## src/rtl/div32x16_seq.sv

```systemverilog
// Sequential restoring divider: N_WIDTH-bit dividend / D_WIDTH-bit divisor, one quotient bit per clock.
// Define DIV_SIGNED_EN for two's-complement operands (truncating toward zero, remainder takes the dividend's sign).
module div32x16_seq #(
    parameter int N_WIDTH = 32,
    parameter int D_WIDTH = 16
) (
    input  logic               clk,
    input  logic               reset_a,
    input  logic               start,
    input  logic [N_WIDTH-1:0] dividend,
    input  logic [D_WIDTH-1:0] divisor,
    output logic [N_WIDTH-1:0] quotient_out,
    output logic [D_WIDTH-1:0] remainder_out,
    output logic               done_flag,
    output logic               div_by_zero,
    output logic [3:0]         state_out
);

    localparam int CW = $clog2(N_WIDTH);

    typedef enum logic [1:0] {
        IDLE = 2'd0,
        BUSY = 2'd1,
        DONE = 2'd2
    } state_t;

    state_t state, state_next;

    logic [N_WIDTH-1:0] dvd_sr;
    logic [D_WIDTH-1:0] dvs;
    logic [D_WIDTH:0]   prem;
    logic [CW-1:0]      cnt;

    logic               accept;
    logic               last;
    logic [N_WIDTH-1:0] cap_dvd;
    logic [D_WIDTH-1:0] cap_dvs;
    logic [D_WIDTH+1:0] shifted;
    logic [D_WIDTH+1:0] diff;
    logic               ge;
    logic [D_WIDTH:0]   prem_next;
    logic [N_WIDTH-1:0] q_raw;
    logic [N_WIDTH-1:0] q_fin;
    logic [D_WIDTH-1:0] r_fin;

    assign accept    = ((state == IDLE) || (state == DONE)) && start;
    assign last      = (cnt == CW'(N_WIDTH - 1));
    assign state_out = {2'b00, state};

`ifdef DIV_SIGNED_EN
    logic neg_q, neg_r;

    // The core always works on magnitudes; signs are reapplied on the way out.
    assign cap_dvd = dividend[N_WIDTH-1] ? -dividend : dividend;
    assign cap_dvs = divisor[D_WIDTH-1]  ? -divisor  : divisor;
    assign q_fin   = neg_q ? -q_raw : q_raw;
    assign r_fin   = neg_r ? -prem_next[D_WIDTH-1:0] : prem_next[D_WIDTH-1:0];
`else
    assign cap_dvd = dividend;
    assign cap_dvs = divisor;
    assign q_fin   = q_raw;
    assign r_fin   = prem_next[D_WIDTH-1:0];
`endif

    // One restoring step: a negative trial difference leaves the shifted remainder untouched.
    assign shifted   = {prem, dvd_sr[N_WIDTH-1]};
    assign diff      = shifted - {2'b00, dvs};
    assign ge        = ~diff[D_WIDTH+1];
    assign prem_next = ge ? diff[D_WIDTH:0] : shifted[D_WIDTH:0];
    assign q_raw     = {dvd_sr[N_WIDTH-2:0], ge};

    always_ff @(posedge clk or negedge reset_a) begin
        if (!reset_a) state <= IDLE;
        else          state <= state_next;
    end

    always_comb begin
        state_next = state;
        case (state)
            IDLE, DONE: if (start) state_next = (divisor == '0) ? DONE : BUSY;
            BUSY:       if (last)  state_next = DONE;
            default:    state_next = IDLE;
        endcase
    end

    // The dividend shift register doubles as the quotient accumulator.
    always_ff @(posedge clk or negedge reset_a) begin
        if (!reset_a) begin
            dvd_sr        <= '0;
            dvs           <= '0;
            prem          <= '0;
            cnt           <= '0;
            quotient_out  <= '0;
            remainder_out <= '0;
            done_flag     <= 1'b0;
            div_by_zero   <= 1'b0;
`ifdef DIV_SIGNED_EN
            neg_q         <= 1'b0;
            neg_r         <= 1'b0;
`endif
        end else if (accept) begin
            dvd_sr      <= cap_dvd;
            dvs         <= cap_dvs;
            prem        <= '0;
            cnt         <= '0;
            done_flag   <= 1'b0;
            div_by_zero <= 1'b0;
`ifdef DIV_SIGNED_EN
            neg_q       <= dividend[N_WIDTH-1] ^ divisor[D_WIDTH-1];
            neg_r       <= dividend[N_WIDTH-1];
`endif
            if (divisor == '0) begin
                quotient_out  <= '1;
                remainder_out <= dividend[D_WIDTH-1:0];
                div_by_zero   <= 1'b1;
                done_flag     <= 1'b1;
            end
        end else if (state == BUSY) begin
            dvd_sr <= q_raw;
            prem   <= prem_next;
            cnt    <= cnt + CW'(1);
            if (last) begin
                quotient_out  <= q_fin;
                remainder_out <= r_fin;
                done_flag     <= 1'b1;
            end
        end
    end

endmodule

```

## config.mk

```make
export PLATFORM = sky130hd
export DESIGN_NAME = div32x16_seq
export DESIGN_NICKNAME = d
export VERILOG_FILES = /design/src/rtl/div32x16_seq.sv
export SDC_FILE = /design/constraint.sdc
export NUM_CORES = 1
export LEC_CHECK = 0
export BUFFER_PORTS_ARGS = -buffer_cell sky130_fd_sc_hd__buf_4
export CAP_MARGIN = 40
export CORE_MARGIN = 2
export CORE_UTILIZATION = 56
export DETAILED_ROUTE_END_ITERATION = 10
export GPL_TIMING_DRIVEN = 0
export PLACE_DENSITY = 0.8
export REMOVE_ABC_BUFFERS = 1
export SYNTH_ARGS = -nofsm -noshare
export SYNTH_HDL_FRONTEND = slang
export SYNTH_SLANG_ARGS = --single-unit
```

## constraint.sdc

```tcl
create_clock -name clk -period 3.7 [get_ports clk]
set_clock_uncertainty 0.05 [all_clocks]
set_input_delay 0 -clock clk [delete_from_list [all_inputs] [get_ports clk]]
set_output_delay 0 -clock clk [all_outputs]
set_load 0.005 [all_outputs]
```

==> run_results.csv <==
group,metric,value,unit
sta,setup_violations,0,
cts,root_buffer,"clkbuf_8",
floorplan,pin_count,105,
power,p_leak,3.906,nW
sta,finalCritPeriodShare,84.55,%
logic_synthesis,synth_edf_count,0,
floorplan,start_util,58.07,%
worst_hold_path,whs_path_depth,4,
drt,via_per_inst,5.928,
drt,ant_nets,0,
power,seq_power_share,27.9,%
critical_path,reg2regPathDepth,8,
power,p_per_area,1095,nW/um2
sta,relSlewSlack,49.66,%
power,power_frac_clock,20.3,%
global_route,grt_max_degree,62,
worst_hold_path,hp-start,"divisor[0]",
floorplan,core,10370,um2
critical_path,required,4110,ps
cells_and_area,fin_util,79.27,%
power,vdd_drop_max,612.6,uV
logic_synthesis,ys.flop_type,"dfrtp_1",
drt,drc_errors,0,
placed_design,hpwl,10560,um
logic_synthesis,synth.avg_cell_area,8.922,um2
sta,worstMarginPinSlew,755.0,ps
drt,wl,17630,um
power,p_int,5.227,mW
critical_path,arrival,3540,ps
critical_path,worstReg2RegStart,"state[0]",
sta,fin_tns_setup,0,ps
cts,path_clk_slew,60,ps
worst_hold_path,min_path_type,"input port to flop",
critical_path,cp_cell_sequence,"nor2b_4, buf_12, nand2_1, a22oi_2, buf_16, buf_8, o21ai_0, nand2_1",
cells_and_area,fill_cells,655,
drt,routed-via-count,5709,
drt,wl_per_cell,18.31,um
sta,rsz0062_at_grt,"no",
cts,cts_resized,0,
global_route,grt-ovfl-total,0,
drt,firstDrtPassIters,5,
power,p_comb_share,51.8,%
cells_and_area,layoutNonFillerInstCount,963,
critical_path,critPathSlowestCell,"a22oi_2",
critical_path,max_stage_delay,620,ps
placed_design,placed_cell_area,7028,um2
global_route,grt_pass1_wl,27960,um
sta,maxSlewViolCount,0,
logic_synthesis,synthCells,675,
floorplan,dieHeight,107.7,um
cts,cts_sinks,122,
logic_synthesis,syn-cell-area,6022,um2
sta,whs,187.7,ps
global_route,antenna_found_initial,1,
global_route,grt_usage,31.31,%
critical_path,startpoint_type,"flop",
logic_synthesis,ys_seq_elements,122,
placed_design,io_buffers,102,
placed_design,routabilityCongestion,0.9227,
critical_path,worstPathMaxFanout,40,
cells_and_area,final_cell_mix,"nand2_1 (171), dfrtp_1 (122), buf_4 (101)",
floorplan,die_w,107.7,um
power,total_power,9.000,mW
logic_synthesis,ys_seq_area_share,50.70,%
sta,fmax,319.7,MHz
critical_path,crit_path_frequent_cell,"nand2_1",
sta,period_minus_slack,3128,ps
sta,fin_ws,571.7,ps
run_status,status,"finished clean",
placed_design,post-place-ws,710.9,ps
critical_path,critical_path.endpoint_type,"flop",
placed_design,dp_cells,879,
floorplan,rows,37,
sta,hold_viol_final,0,
critical_path,r2r_end,"quotient_out[25]",
cells_and_area,mostFrequentLayoutCell,"nand2_1",
cells_and_area,fin_nets,884,
flow_run,maxCapViolCount,0,
power,p_sw_share,41.92,%
cts,clkLatencyLatePin,520,ps
cells_and_area,area_growth,36.51,%
cts,htree_levels,4,
critical_path,path_class,"flop to flop",
global_route,grt_pass1_vias,5739,
floorplan,die-area,11600,um2
logic_synthesis,ys_types,52,
power,p_switching,3.773,mW
logic_synthesis,synth_warnings,0,
cells_and_area,drive_above_1_share,18.89,%
critical_path,path_buf_inv,3,
critical_path,r2r_setup_slack,570,ps
cts,cts_buffer_depth,2,
drt,drtIter0Drc,538,
cts,cts_tree,"done",
logic_synthesis,async_reset_ff_share,100.0,%
worst_hold_path,min_to,"dvs[0]",
cells_and_area,fin_area,8220,um2
cts,cts_buffers,17,
critical_path,path_delay_family,"simple AND/OR/NAND/NOR gates",
==> flip-flops by register name (all words and copies together), names as in the netlist <==
register / flops
dvd_sr: 32
quotient_out: 32
prem: 17
dvs: 16
remainder_out: 16
cnt: 5
state: 2
div_by_zero: 1
done_flag: 1
==> cell families (layout without fill, tap and decap cells) <==
logic type / count (synthesis) / after routing / share of synthesized area, %
other: 1 / 3 / 0.06227
adders and majority gates: 19 / 19 / 4.072
and+or+nand+nor: 247 / 247 / 16.71
buffers and inverters: 64 / 214 / 4.259
xor gates and xnor gates: 16 / 16 / 2.950
AOI/OAI and AO/OA: 193 / 193 / 19.07
DFF: 122 / 122 / 50.70
muxes: 13 / 13 / 2.182
==> worst min-delay path: cells and delay by family <==
kind | cells | cell delay, ps
AND/OR/NAND/NOR | 2 | 90
buffers and inverters | 2 | 640
==> per-layer routing <==
metal  vias to the layer above  GRT usage, %  part of all wire, %
met5                         -             0                    0
met4                         0         13.55                  3.6
met3                        65         7.869                  7.1
met2                       302         53.59                   50
met1                      2737         37.36                   39
li1                       2605             -                    -
==> worst max path at each step <==
stage	cells after the start	end	start
final	8	quotient_out[25]	state[0]
after global routing	8	quotient_out[25]	state[0]
after CTS	9	remainder_out[7]	prem[0]
after detailed placement	8	quotient_out[28]	state[0]
after global placement	5	remainder_out[14]	state[0]
after floorplan	5	remainder_out[14]	state[0]
==> area by class of cell <==
| type | count | area (um2) | area share, % |
|---|---|---|---|
| multi-input cells | 490 | 2753 | 33.49 |
| flip-flops and latches | 122 | 3053 | 37.14 |
| clock inverters | 6 | 157.7 | 1.918 |
| diodes | 1 | 2.502 | 0.03044 |
| clock buffers | 25 | 494.2 | 6.012 |
| repair buffers | 164 | 1519 | 18.48 |
| well taps | 136 | 170.2 | 2.070 |
| inverters | 19 | 71.32 | 0.8676 |
==> cells in the mapped netlist (2+ instances only) <==
library cell	instances	area, um2
nand2_1	171	641.9
dfrtp_1	122	3053
o21ai_0	81	405.4
nor2_1	40	150.1
a21oi_1	38	190.2
clkbuf_1	38	142.6
a31oi_1	22	137.6
inv_1	19	71.32
ha_1	18	225.2
a22oi_1	17	127.6
o22ai_1	13	81.33
mux2i_1	12	120.1
xnor2_1	10	87.58
nand3_1	6	30.03
nor3_1	6	30.03
nor4_1	5	31.28
nand2b_1	4	25.02
nand4_1	4	25.02
xor2_1	4	35.03
buf_1	3	11.26
nor2b_1	3	18.77
a211oi_1	2	15.01
a21boi_0	2	15.01
a22o_1	2	17.52
and3_1	2	12.51
buf_4	2	15.01
o211ai_1	2	15.01
o31a_1	2	17.52
o31ai_1	2	15.01
==> power by group through the flow <==
stage / registers, mW / logic [mW] / clock network (mW)
after floorplan: 2.39 / 2.95 / 0
after global placement: 2.46 / 4.12 / 0
after detailed placement: 2.50 / 4.38 / 0
after CTS: 2.49 / 4.56 / 1.84
after global routing: 2.58 / 5.08 / 1.91
final: 2.51 / 4.66 / 1.83
==> repair_timing <==
action,4_1_cts,5_1_grt
hold buffers,52,0
setup buffers,0,0
hold endpoints to repair,206,0
(Power assumes the default switching activity.)
